**src/rtl/dcim_pkg.sv**
```systemverilog
// rtl/dcim_pkg.sv - shared types and defaults for the DCIM job sequencer
// Purpose : FSM state encoding, default geometry of the DCIM macro, and the
//           width helper for the completion watchdog counter.
// Ports   : none (package)
package dcim_pkg;

  localparam int ROWS_DEF    = 8;
  localparam int DW_DEF      = 24;
  localparam int XW_DEF      = 192;
  localparam int NW_DEF      = 51;
  localparam int TIMEOUT_DEF = 255;

  typedef enum logic [2:0] {
    IDLE,
    WLOAD,
    GAP,
    SETUP,
    START,
    WAIT,
    RESP
  } state_t;

  // Counter must be able to hold TIMEOUT itself.
  function automatic int cnt_width(input int timeout);
    return (timeout < 1) ? 1 : $clog2(timeout + 1);
  endfunction

endpackage

```
**src/rtl/dcim_st_watchdog.sv**
```systemverilog
// rtl/dcim_st_watchdog.sv - macro done edge detector and completion timeout
// Purpose : detects a fresh rising edge of st while waiting, and flags when the
//           wait has lasted TIMEOUT cycles.
// Ports   : clk, rstn (async active-low)
//           clr      in  clear the cycle count (sequencer in START)
//           run      in  sequencer is waiting for the macro
//           st       in  macro done level
//           done     out rising edge of st seen while running
//           timeout  out wait budget exhausted
module dcim_st_watchdog
  import dcim_pkg::*;
#(
  parameter int TIMEOUT = TIMEOUT_DEF
) (
  input  logic clk,
  input  logic rstn,
  input  logic clr,
  input  logic run,
  input  logic st,
  output logic done,
  output logic timeout
);

  localparam int CW = cnt_width(TIMEOUT);

  logic          st_d;
  logic [CW-1:0] cnt;

  // st_d tracks st every cycle, so an st already high during START is
  // already in st_d on the first WAIT cycle and cannot count as done.
  always_ff @(posedge clk or negedge rstn) begin
    if (!rstn) begin
      st_d <= 1'b0;
      cnt  <= '0;
    end else begin
      st_d <= st;
      if (clr)
        cnt <= '0;
      else if (run)
        cnt <= cnt + 1'b1;
    end
  end

  assign done    = run & st & ~st_d;
  // cnt counts completed WAIT cycles; the last allowed cycle is TIMEOUT-1.
  assign timeout = run & (cnt == CW'(TIMEOUT - 1));

endmodule

```
**src/rtl/dcim_job_seq.sv**
```systemverilog
// rtl/dcim_job_seq.sv - command sequencer driving the DCIM macro top
// Purpose : accepts weight-load / compute commands, drives the macro write port
//           and compute controls from registers, waits for st and returns the
//           macro result (or a timeout error) as a result beat.
// Ports   : clk, rstn (async active-low)
//           cmd_*    command channel (valid/ready) with load/bank/width/xin fields
//           w_*      weight word channel (valid/ready), rows in order 0..ROWS-1
//           D, WA, cima, acm_en, inwidth, wwidth, start, xin0 : macro drive
//           nout, st : macro result and done
//           res_*    result beat channel (valid/ready) with data and error flag
module dcim_job_seq
  import dcim_pkg::*;
#(
  parameter int ROWS    = ROWS_DEF,
  parameter int DW      = DW_DEF,
  parameter int XW      = XW_DEF,
  parameter int NW      = NW_DEF,
  parameter int TIMEOUT = TIMEOUT_DEF
) (
  input  logic            clk,
  input  logic            rstn,
  input  logic            cmd_valid,
  output logic            cmd_ready,
  input  logic            cmd_load,
  input  logic            cmd_bank,
  input  logic            cmd_inwidth,
  input  logic            cmd_wwidth,
  input  logic [XW-1:0]   cmd_xin,
  input  logic            w_valid,
  output logic            w_ready,
  input  logic [DW-1:0]   w_data,
  output logic [DW-1:0]   D,
  output logic [ROWS-1:0] WA,
  output logic            cima,
  output logic            acm_en,
  output logic            inwidth,
  output logic            wwidth,
  output logic            start,
  output logic [XW-1:0]   xin0,
  input  logic [NW-1:0]   nout,
  input  logic            st,
  output logic            res_valid,
  input  logic            res_ready,
  output logic [NW-1:0]   res_data,
  output logic            res_err
);

  localparam int RW = (ROWS > 1) ? $clog2(ROWS) : 1;
  localparam logic [RW-1:0] LAST_ROW = RW'(ROWS - 1);

  state_t        state, state_nxt;
  logic [RW-1:0] row;
  logic          done, timeout;

  dcim_st_watchdog #(.TIMEOUT(TIMEOUT)) u_wdog (
    .clk     (clk),
    .rstn    (rstn),
    .clr     (state == START),
    .run     (state == WAIT),
    .st      (st),
    .done    (done),
    .timeout (timeout)
  );

  always_ff @(posedge clk or negedge rstn) begin
    if (!rstn) state <= IDLE;
    else       state <= state_nxt;
  end

  always_comb begin
    state_nxt = state;
    case (state)
      IDLE:    if (cmd_valid) state_nxt = cmd_load ? WLOAD : SETUP;
      WLOAD:   if (w_valid && row == LAST_ROW) state_nxt = GAP;
      GAP:     state_nxt = IDLE;
      SETUP:   state_nxt = START;
      START:   state_nxt = WAIT;
      WAIT:    if (done || timeout) state_nxt = RESP;
      RESP:    if (res_ready) state_nxt = IDLE;
      default: state_nxt = IDLE;
    endcase
  end

  always_comb begin
    cmd_ready = (state == IDLE);
    w_ready   = (state == WLOAD);
    res_valid = (state == RESP);
  end

  // Registered macro drive. Each output is computed one state ahead so that
  // it is valid during the state that owns it (e.g. start during START).
  always_ff @(posedge clk or negedge rstn) begin
    if (!rstn) begin
      D        <= '0;
      WA       <= '0;
      cima     <= 1'b0;
      acm_en   <= 1'b0;
      inwidth  <= 1'b0;
      wwidth   <= 1'b0;
      start    <= 1'b0;
      xin0     <= '0;
      res_data <= '0;
      res_err  <= 1'b0;
      row      <= '0;
    end else begin
      WA    <= '0;
      start <= 1'b0;
      case (state)
        IDLE: if (cmd_valid) begin
          cima <= cmd_bank;
          row  <= '0;
          if (!cmd_load) begin
            inwidth <= cmd_inwidth;
            wwidth  <= cmd_wwidth;
            xin0    <= cmd_xin;
            acm_en  <= 1'b1;
          end
        end
        WLOAD: if (w_valid) begin
          WA  <= {{(ROWS-1){1'b0}}, 1'b1} << row;
          D   <= w_data;
          row <= row + 1'b1;
        end
        GAP:   D <= '0;
        SETUP: start <= 1'b1;
        // done has priority when it coincides with the timeout.
        WAIT: if (done) begin
          res_data <= nout;
          res_err  <= 1'b0;
        end else if (timeout) begin
          res_data <= '0;
          res_err  <= 1'b1;
        end
        RESP:  if (res_ready) acm_en <= 1'b0;
        default: ;
      endcase
    end
  end

endmodule

```
**config.mk**
```make
export PLATFORM = sky130hd
export DESIGN_NAME = dcim_job_seq
export DESIGN_NICKNAME = d
export VERILOG_FILES = /design/src/rtl/dcim_pkg.sv /design/src/rtl/dcim_st_watchdog.sv /design/src/rtl/dcim_job_seq.sv
export SDC_FILE = /design/constraint.sdc
export NUM_CORES = 1
export LEC_CHECK = 0
export BUFFER_PORTS_ARGS = -buffer_cell sky130_fd_sc_hd__clkbuf_2
export CORE_AREA = 5 5 213 215
export DETAILED_ROUTE_END_ITERATION = 7
export DIE_AREA = 0 0 218 220
export HOLD_SLACK_MARGIN = 0.1
export PLACE_DENSITY = 0.5
export SLEW_MARGIN = 20
export SYNTH_ARGS = -nofsm -noshare
export SYNTH_HDL_FRONTEND = slang
export SYNTH_SLANG_ARGS = --single-unit
export TNS_END_PERCENT = 5
```
**constraint.sdc**
```tcl
create_clock -name clk -period 2.7 [get_ports clk]
set_clock_uncertainty 0.2 [all_clocks]
set_input_delay 0.54 -clock clk [delete_from_list [all_inputs] [get_ports clk]]
set_output_delay 0.54 -clock clk [all_outputs]
set_load 0.05 [all_outputs]
```
* After elaboration in Yosys (flattened, before gate mapping)
Index checks and enable logic that the tools add are counted.
** Storage, ports and cells
- Bits in registers :: 296
- Bits of input ports :: 277
- Output and inout bits :: 284
- Logic and storage cells :: 75
** Operators by class
- Add/subtract/negate cells :: 2
- Eq/ne operators :: 14
- Shift-type cells :: 1
- Mux-type cells :: 24
- Bitwise operators :: 5
- Reductions and logical operators :: 15
** Operators by type and width (number)
- 51-bit 2-to-1 mux :: 2
- 24-bit one-hot mux with 2 select lines :: 1
- 8-bit 2-to-1 mux :: 4
- 24-bit 2-to-1 mux :: 1
- 3-bit 2-to-1 mux :: 6
- 3-bit one-hot mux with 6 select lines :: 1
- 3-bit == test (second input constant) :: 4
- 2-bit nonzero test :: 5
- 8-bit by 1-bit adder with 8-bit output (second input constant) :: 1
- 8-bit == test (second input constant) :: 1
- 2-bit inequality test (second input constant) :: 4
- 4-bit AND reduction :: 2
- 1-bit by 3-bit << shifter with 8-bit output (first input constant) :: 1
- 3-bit by 2-bit == test with 1-bit output (second input constant) :: 2
- 1-bit 2-to-1 mux :: 6
- 3-bit one-hot mux with 2 select lines :: 1
- 2-bit AND reduction :: 3
- 3-bit AND reduction :: 2
- 2-bit by 1-bit inequality test with 1-bit output (second input constant) :: 2
- 3-bit by 1-bit adder with 3-bit output (second input constant) :: 1
- 1-bit AND :: 3
- 3-bit by 1-bit == test with 1-bit output (second input constant) :: 1
- 3-bit zero test :: 1
- 2-bit 2-to-1 mux :: 1
- other kinds (4) :: 5

* Logic depth before layout (Yosys ltp)
Gate-level depths: netlist (run 1).
- Depth after elaboration :: 6
- Mapped depth :: 7
- Gate-level depth less buffers :: 6

* Hierarchy
Synthesis (run 1) repeated with hierarchy kept, for this count alone.
** Second synthesis, totals
- Cells, all modules :: 697
- Area total of the unflattened synthesis :: 11159.5 um^2
** By module, submodules not included
- dcim_job_seq :: instances 1, cells an instance 653, area an instance 10715.3 um^2, sequential area each 7181.9 um^2
- dcim_st_watchdog :: instances 1, cells an instance 44, area an instance 444.2 um^2, sequential area each 225.2 um^2

* Worst setup path after synthesis (run 1)
OpenSTA, ideal clock, no wires.
- Path type :: register to register
- Start :: reg state[2]
- End :: reg xin0[100]
- Library setup time :: 0.127 ns
- Data arrival time :: 1.992 ns
- Required time :: 2.373 ns
- Setup slack :: 0.381 ns
- Stages on the path, launching flop included :: 8
- Path buffers :: 3
- Clock period less this slack :: 2.319 ns
- Cells stage by stage :: dfrtp_1 -> buf_4 -> nor3_4 -> nand2_2 -> nor2_8 -> buf_8 -> buf_8 -> mux2_1
** Between the ends
- Word-level cells in the longest chain between the ends :: 2
** RTL lines
- start, declared :: line dcim_job_seq.sv:51 : state_t state, state_nxt;
- start signal, assigned :: line dcim_job_seq.sv:67 : else state <= state_nxt;
- 3-bit zero test
- net cmd_ready :: line dcim_job_seq.sv:23 : output logic cmd_ready,
- 3-bit AND reduction (no source line)
- end signal, assigned :: line dcim_job_seq.sv:115 : xin0 <= cmd_xin;
- end, declared :: line dcim_job_seq.sv:39 : output logic [XW-1:0] xin0,
The timed path passes the listed nets, and every way through them passes these cells.
A chain may end at the register's enable or synchronous reset.

* Worst setup path in the final report (run 1)
- Start :: reg state[1]
- End :: out w_ready
** Between the ends
- Word-level cells in the longest chain between the ends :: 1
** RTL lines
- 3-bit by 1-bit == test with 1-bit output :: line dcim_job_seq.sv:86 : w_ready = (state == WLOAD);
- end, declared :: line dcim_job_seq.sv:30 : output logic w_ready,
No other way between the ends.

==> results of run 1 <==
==> cell families (layout without fill, tap and decap cells) <==
kind of cell | count (synthesis) | in the layout | share of synthesized area, %
buffers and inverters | 55 | 927 | 3.613
DFF | 296 | 296 | 64.42
and+or+nand+nor | 106 | 106 | 4.407
adders and majority gates | 8 | 8 | 0.8706
AOI/OAI and AO/OA | 101 | 101 | 7.313
muxes | 198 | 198 | 19.37
==> layout make-up <==
cell class | instances | area [µm²] | share of cell area [%]
Clock inverter | 11 | 113.9 | 0.6012
Clock buffer | 52 | 1082 | 5.715
Tap cell | 592 | 740.7 | 3.911
Inverter | 6 | 22.52 | 0.1189
Timing Repair Buffer | 858 | 5883 | 31.06
Multi-Input combinational cell | 413 | 3689 | 19.48
Sequential cell | 296 | 7407 | 39.11
==> through the flow <==
| stage | cell area (µm²) | hold WS, ps | util [%] |
|---|---|---|---|
| floorplan | 11500 | 44.41 | - |
| global placement | 15010 | 265.9 | 34.47 |
| detailed placement | 15010 | 273.5 | 34.47 |
| CTS | 18940 | 196.6 | 43.49 |
| global route | 18940 | 227.4 | 43.49 |
| finish | 18940 | 232.1 | 43.49 |
==> power by group through the flow <==
stage,combinational [mW],sequential [mW],clock [mW]
floorplan,2.56,14.5,0
global placement,12.8,7.64,0
detailed placement,12.9,7.68,0
CTS,13.2,7.64,5.03
global route,13.8,7.93,5.22
finish,13.1,7.67,4.86
==> synth_stat cells, types with 2 or more instances <==
cell	number	area share, %
nand2b_1	3	0.16
a21oi_1	2	0.087
o2bb2ai_1	51	3.9
nand4_1	3	0.16
and3_1	7	0.38
clkbuf_1	11	0.36
a2bb2oi_1	2	0.15
buf_4	6	0.39
nand2_1	65	2.1
mux2_2	76	7.4
ha_1	8	0.87
buf_2	14	0.61
a22o_1	29	2.2
inv_1	6	0.20
o21a_1	2	0.13
nand3b_1	3	0.20
buf_8	11	1.4
and2_1	3	0.16
nor2_1	9	0.29
nand3_1	5	0.22
mux2_1	120	12
dfrtp_1	296	64
mux2i_1	2	0.17
buf_6	6	0.59
o21ai_0	8	0.35
==> cells in the final DEF (no fill, tap or decap), drive strengths merged <==
cell type,count
clkbuf,611
dfrtp,296
dlygate4sd3,273
mux2,196
nand2,66
o2bb2ai,51
a22o,29
buf,26
nor2,10
o21ai,8
ha,8
and3,7
inv,7
clkinv,6
nand3,5
and2,3
nand3b,3
nand2b,3
nand4,3
nor3,3
a21oi,2
mux2i,2
o21a,2
a2bb2oi,2
bufinv,2
clkinvlp,2
and2b,1
nand4b,1
o31ai,1
o221ai,1
o21bai,1
a32o,1
or4,1
o211ai,1
o32ai,1
a21o,1
==> how the worst max path moves through the flow <==
| stage | startpoint | to | cells past startpoint |
|---|---|---|---|
| 4_1_cts | state[1] | w_ready | 3 |
| 3_3_place_gp | state[1] | xin0[2] | 6 |
| 6_report | state[1] | w_ready | 3 |
| 2_1_floorplan | state[2] | xin0[100] | 7 |
| 5_1_grt | state[1] | w_ready | 3 |
| 3_5_place_dp | state[1] | xin0[151] | 6 |
==> flip-flops by register name, summed over array words and instances, names as in the netlist <==
register	count
xin0	192
res_data	51
D	24
WA	8
u_wdog.cnt	8
row	3
state	3
acm_en	1
cima	1
inwidth	1
res_err	1
start	1
u_wdog.st_d	1
wwidth	1
==> critical path: stages, from the launching register on <==
cell and delay [ps]:
dfrtp_1 500, nor2_1 350, and2_1 180, clkbuf_2 280
==> metal layers <==
layer	global-route usage (%)	up-vias	share of wire (%)
li1	-	4430	-
met1	18.55	4630	40
met2	27.63	377	49
met3	6.182	64	9.1
met4	4.208	2	2.2
met5	0	-	0.033
==> results.toml, run 1 <==
[critical_path]
r2r_end = "xin0[101]"
crit_required_ps = 1960
cp-end-kind = "primary output"
cp_max_fo = 10
r2r_cells = 6
critPathLaunchType = "flip-flop"
r2r-start = "state[1]"
arrival_ps = 1840
reg2reg_slack_ps = 430
critPathKind = "flip-flop to primary output"

[yosys]
synthCells = 764
yosysSeqAreaShare_pct = 64.42
synth_top_flop_cell = "dfrtp_1"
yosys_warnings = 0
synth.avg_cell_area_um2 = 15.05
ys_seq_elements = 296
synth_edf_count = 0
ys_async_sr_fraction_pct = 100.0
mappedNetlistNets = 1049
synth.distinct_cells = 41
synth_area_um2 = 11500

[sta]
hold_viol_final = 0
fin_crit_sh_pct = 95.47
rsz0062_at_grt = "false"
max_freq_mhz = 387.9
layout_min_cycle_time_ps = 2578
setup_tns_ps = 0
slew_violations = 0
slew_headroom_pct = 67.96
fin_ws_ps = 122.2
worstMarginPinSlew_ps = 480.7
setup_violations = 0

[clock_network]
h-tree-depth = 2
cts-buffers-inserted = 36
clock-sinks = 296
cts-hold-fix-buffers = 273
cts-root-buf = "clkbuf_16"
postCtsSetupRepairBufs = 0
clkTransAtPathRegs_ps = 60
cts_resized = 0
tritoncts = "done"
clk_latency_ps = 520
cts_buffer_depth = 3

[grt]
antenna_found_initial = 1
overflow = 0
grt_pass1_wl_mm = 60.46
grt.total_usage_pct = 15.94
grt_max_degree = 66
grt_pass1_vias = 10520

[routing]
vias = 9503
wl_mm = 40.00
wl_per_cell_um = 17.95
drc = 0
dr.first_iter.drc_count = 368
firstDrtPassIters = 4
ant_nets = 0
drt-vias-per-instance = 4.265

[placed_design]
preCtsSetupSlack_ps = 481.3
place_inst = 1892
port-buffer-count = 560
hpwl_mm = 28.24
gp_congestion = 0.7770

[power]
leakage_nw = 9.330
power_frac_comb_pct = 51.1
power.switching_mw = 12.90
design_power_total_mw = 25.65
peakVddDrop_uv = 824.6
internal_power_mw = 12.75
swShare_pct = 50.30
p_seq_share_pct = 29.9
powerDensity_nw_per_um2 = 1355
pwr-share-clk_pct = 18.9

[floorplan]
dieArea_um2 = 47960
row_count = 77
io-pin-count = 561
fp.dieW_um = 218
die_h_um = 220
initial_core_util_pct = 26.40
core_um2 = 43550

[hold_path]
hold_start = "cmd_load"
min_to = "state[1]"
hp-class = "primary input to flip-flop"
holdPathStages = 4

[flow_run]
drv_cap = 0

[run_status]
outcome = "complete, no violations"

[cells_and_area]
layout-drive-gt1-share_pct = 44.25
fin_cells = 2228
num-fill-cells = 4017
diodes = 0
area.growth.synth_to_final_pct = 64.72
nets = 1896
No activity file was read; power rests on OpenSTA's default activity.
==> run 2: changes to the inputs <==
--- a/config.mk
+++ b/config.mk
@@ -11,6 +11,7 @@
 export DIE_AREA = 0 0 218 220
 export HOLD_SLACK_MARGIN = 0.1
 export PLACE_DENSITY = 0.5
+export SKIP_LAST_GASP = 1
 export SLEW_MARGIN = 20
 export SYNTH_ARGS = -nofsm -noshare
 export SYNTH_HDL_FRONTEND = slang
==> constraint.sdc (replaced) <==
create_clock -name clk -period 2.7 [get_ports clk]
set_clock_uncertainty 0.2 [all_clocks]
set_input_delay 0.27 -clock clk [delete_from_list [all_inputs] [get_ports clk]]
set_output_delay 0.27 -clock clk [all_outputs]
set_load 0.05 [all_outputs]
==> run 2 against run 1 <==
  * Non-clock buffer count is 11 higher
  * Global-route usage decreased by 0.21 points
  * Sequential share of layout area down 0.15 points
  * Die area did not move
  * Clock power fell by 2%
  * Clock-buffer cell count unchanged
  * Power fell by 0.13%
  * Worst setup slack improved by 110 ps
  * Critical path type is now flip-flop to flip-flop
==> results.toml, run 2 (synthesis gave the netlist of run 1 again) <==
[power]
design_power_total_mw = 25.62
powerDensity_nw_per_um2 = 1347
peakVddDrop_uv = 758.3
leakage_nw = 9.375

[critical_path]
cp_max_fo = 23
critPathKind = "flip-flop to flip-flop"
critPathLaunchType = "flip-flop"
arrival_ps = 2720
cp-end-kind = "flip-flop"
crit_required_ps = 2950

[routing]
dr.first_iter.drc_count = 445
firstDrtPassIters = 4
vias = 9552
wl_mm = 39.84
drc = 0
ant_nets = 0
drt-vias-per-instance = 4.270
wl_per_cell_um = 17.81

[floorplan]
fp.dieW_um = 218
core_um2 = 43550
initial_core_util_pct = 26.40
die_h_um = 220
io-pin-count = 561
dieArea_um2 = 47960
row_count = 77

[cells_and_area]
top_regs = "xin0: 192 flops, res_data: 51 flops, D: 24 flops"
area.growth.synth_to_final_pct = 65.37
largest_reg_flops = 192
most-common-layout-cells = "clkbuf_2 (559), dfrtp_1 (296), dlygate4sd3_1 (280), mux2_1 (120), mux2_2 (76)"
layout_commonest_cell = "clkbuf_2"
regMostFlops = "xin0"
nets = 1906
layout-drive-gt1-share_pct = 44.07
final_util_pct = 43.66
diodes = 0

[sta]
layout_min_cycle_time_ps = 2465
slew_violations = 0
slew_headroom_pct = 61.91
rsz0062_at_grt = "false"
setup_violations = 0
fin_crit_sh_pct = 91.29
worstMarginPinSlew_ps = 571.3
hold_viol_final = 0
setup_tns_ps = 0
max_freq_mhz = 405.7

[flow_run]
drv_cap = 0

[grt]
grt_pass1_wl_mm = 59.89
grt_pass1_vias = 10520
grt.total_usage_pct = 15.72
antenna_found_initial = 1
overflow = 0
grt_max_degree = 63

[clock_network]
clkTransAtPathRegs_ps = 60
tritoncts = "done"
cts-buffers-inserted = 35
cts_resized = 0
cts-root-buf = "clkbuf_16"
cts_buffer_depth = 3
postCtsSetupRepairBufs = 0
clk_latency_ps = 520
cts-hold-fix-buffers = 280
clock-sinks = 296
h-tree-depth = 2

[placed_design]
port-buffer-count = 560
gp_congestion = 0.7620
hpwl_mm = 28.29

[run_status]
outcome = "complete, no violations"

[hold_path]
hp-class = "primary input to flip-flop"
[run 2: cell types whose count changed in the layout (fill, tap and decap cells not counted)]
cell | previous run | this run
buf_4 | 13 | 17
clkbuf_1 | 5 | 6
clkbuf_8 | 10 | 9
clkinv_4 | 0 | 1
clkinvlp_4 | 2 | 0
dlygate4sd3_1 | 273 | 280
inv_6 | 1 | 0
[run 2: where the power goes]
part / switching, mW / internal (mW)
combinational: 9.86 / 3.34
clock: 1.83 / 2.93
sequential: 1.17 / 6.50
[run 2: layer usage]
metal | track usage [%] | part of all wire [%] | up-vias | wire (µm)
li1 | - | - | 4453 | -
met1 | 17.88 | 38 | 4609 | 15220
met2 | 26.71 | 49 | 412 | 19430
met3 | 6.127 | 9.5 | 76 | 3783
met4 | 6.217 | 3.5 | 2 | 1394
met5 | 0 | 0.033 | - | 13
[run 2: path summary, 6_finish.rpt]
check	endpoint	cells past startpoint	from	slack (ps)
setup / recovery	state[1]	6	state[0]	240
hold / removal	acm_en	4	cmd_load	150
setup reg to reg	state[1]	6	state[0]	240
hold reg to reg	xin0[163]	1	xin0[163]	280
max in group asynchronous	xin0[39]	4	rstn	550
min in group asynchronous	xin0[17]	3	rstn	700
[run 2: layout make-up]
| type | instances | area (µm²) |
|---|---|---|
| clock buffers | 52 | 1072 |
| clock inverters | 9 | 98.84 |
| well taps | 592 | 740.7 |
| flip-flops and latches | 296 | 7407 |
| multi-input cells | 413 | 3689 |
| fillers | 4009 | 24530 |
| repair buffers | 869 | 5983 |
| inverters | 6 | 22.52 |
[run 2: critical path, stage by stage (launching register included)]
cell	delay, ps
dfrtp_1	380
buf_4	270
nand3b_1	190
a2bb2oi_1	290
o211ai_1	180
o32ai_1	280
dlygate4sd3_1	590
[run 2: per-stage QoR]
stage	setup WS, ps	hold slack [ps]	cell area [µm²]	instances
2_1_floorplan	380.5	-225.6	11500	764
3_3_place_gp	522.5	78.17	15040	1896
3_5_place_dp	436.5	78.32	15040	1896
4_1_cts	251.4	130.8	19010	2237
5_1_grt	42.01	158.6	19010	2237
6_report	235.1	152.5	19010	2237
==> run 3: changes to the inputs <==
--- a/config.mk
+++ b/config.mk
@@ -6,10 +6,12 @@
 export NUM_CORES = 1
 export LEC_CHECK = 0
 export BUFFER_PORTS_ARGS = -buffer_cell sky130_fd_sc_hd__clkbuf_2
+export CAP_MARGIN = 15
 export CORE_AREA = 5 5 213 215
 export DETAILED_ROUTE_END_ITERATION = 7
 export DIE_AREA = 0 0 218 220
 export HOLD_SLACK_MARGIN = 0.1
+export MAX_ROUTING_LAYER = met4
 export PLACE_DENSITY = 0.5
 export SKIP_LAST_GASP = 1
 export SLEW_MARGIN = 20
==> run 3 against run 2 <==
  * Utilization about the same
  * Die area unchanged
  * Fmax about the same
  * Worst hold slack better by 3.4 ps
  * Sequential cell count stayed put
  * Critical endpoint unchanged
==> results.toml, run 3 (synthesis gave the netlist of run 1 again) <==
[clock_network]
cts-root-buf = "clkbuf_16"
h-tree-depth = 2
cts_resized = 0
cts-buffers-inserted = 35
clk_latency_ps = 520
clock-sinks = 296
postCtsSetupRepairBufs = 0
cts_buffer_depth = 3
tritoncts = "done"
cts-hold-fix-buffers = 280
clkTransAtPathRegs_ps = 50

[cells_and_area]
nets = 1906
regMostFlops = "xin0"
largest_reg_flops = 192
most-common-layout-cells = "clkbuf_2 (559), dfrtp_1 (296), dlygate4sd3_1 (280), mux2_1 (120), mux2_2 (76)"
top_regs = "xin0: 192 flops, res_data: 51 flops, D: 24 flops"
layout_commonest_cell = "clkbuf_2"
final_util_pct = 43.67
layout-drive-gt1-share_pct = 44.07
num-fill-cells = 4009
area.growth.synth_to_final_pct = 65.39

[critical_path]
arrival_ps = 2710
critPathLaunchType = "flip-flop"
crit_required_ps = 2950
crit_path_top_delay_cell = "dlygate4sd3_1"
cp-startpoint = "state[0]"
crit_chain = "buf_4 > nand3b_1 > a2bb2oi_1 > o211ai_1 > o32ai_1 > dlygate4sd3_1"
cp-end-kind = "flip-flop"
critPathKind = "flip-flop to flip-flop"
cp_max_fo = 23
max_stage_delay_ps = 590
r2r_cells = 6
r2r-start = "state[0]"

[sta]
max_freq_mhz = 405.9
hold_viol_final = 0
rsz0062_at_grt = "false"
fin_crit_sh_pct = 91.25
slew_violations = 0
setup_tns_ps = 0
layout_min_cycle_time_ps = 2464
slew_headroom_pct = 61.63
setup_violations = 0
worstMarginPinSlew_ps = 575.6

[flow_run]
drv_cap = 0

[power]
powerDensity_nw_per_um2 = 1347
design_power_total_mw = 25.62
peakVddDrop_uv = 760.0
internal_power_mw = 12.77
power.switching_mw = 12.85
leakage_nw = 9.375
swShare_pct = 50.17
power_frac_comb_pct = 51.5
p_seq_share_pct = 29.9
pwr-share-clk_pct = 18.5

[grt]
grt_pass1_vias = 10550
antenna_found_initial = 1
grt.total_usage_pct = 16.17
grt_max_degree = 63
overflow = 0
grt_pass1_wl_mm = 59.71

[floorplan]
die_h_um = 220
core_um2 = 43550
row_count = 77
initial_core_util_pct = 26.40
io-pin-count = 561
dieArea_um2 = 47960
fp.dieW_um = 218

[placed_design]
gp_congestion = 0.7720
port-buffer-count = 560
hpwl_mm = 28.29

[hold_path]
hp-class = "primary input to flip-flop"
holdPathStages = 4
hold_start = "cmd_load"

[routing]
firstDrtPassIters = 4
dr.first_iter.drc_count = 483
wl_mm = 39.83
vias = 9586
wl_per_cell_um = 17.80
drt-vias-per-instance = 4.283
ant_nets = 0
drc = 0

[run_status]
outcome = "complete, no violations"
## run 3: metal layers
layer	GRT usage (%)	vias up	share of wire [%]
met1	18.19	4638	39
met5	-	-	0
met3	5.646	79	9.3
met2	26.68	420	48
met4	6.238	0	3.6
li1	-	4449	-
## run 3: area by class of cell
cell class / instances / area (µm²) / share of cell area, %
Clock inverter: 9 / 98.84 / 0.5198
Clock buffer: 52 / 1072 / 5.639
Tap cell: 592 / 740.7 / 3.895
Timing Repair Buffer: 869 / 5983 / 31.46
Multi-Input combinational cell: 413 / 3689 / 19.40
Sequential cell: 296 / 7407 / 38.95
Inverter: 6 / 22.52 / 0.1184
Antenna cell: 1 / 2.502 / 0.01316
## run 3: stage by stage
stage               area (µm²)  hold slack (ps)  setup slack, ps  cells
global placement         15040            78.17            522.5   1896
floorplan                11500           -225.6            380.5    764
finish                   19020            155.9            236.3   2238
detailed placement       15040            78.32            436.5   1896
CTS                      19010            130.8            251.4   2237
global route             19020            159.2            42.01   2238
## run 3: power groups by stage
| stage | clock [mW] | sequential [mW] | combinational [mW] |
|---|---|---|---|
| 6_report | 4.75 | 7.67 | 13.2 |
| 2_1_floorplan | 0 | 14.5 | 2.56 |
| 3_5_place_dp | 0 | 7.69 | 12.9 |
| 5_1_grt | 5.11 | 7.91 | 13.8 |
| 4_1_cts | 4.94 | 7.65 | 13.3 |
| 3_3_place_gp | 0 | 7.65 | 12.8 |
## run 3: critical path: cells and delay by family (launching register included)
family,cells,cell delay [ps]
simple gates,1,190
flops,1,380
compound gates,3,750
buf+inv,2,860
## run 3: path summary, 6_finish.rpt
check	to	slack [ps]
max	state[1]	240
min	acm_en	160
max reg2reg	state[1]	240
min reg2reg	xin0[163]	280
max in group asynchronous	xin0[39]	560
min in group asynchronous	xin0[95]	700
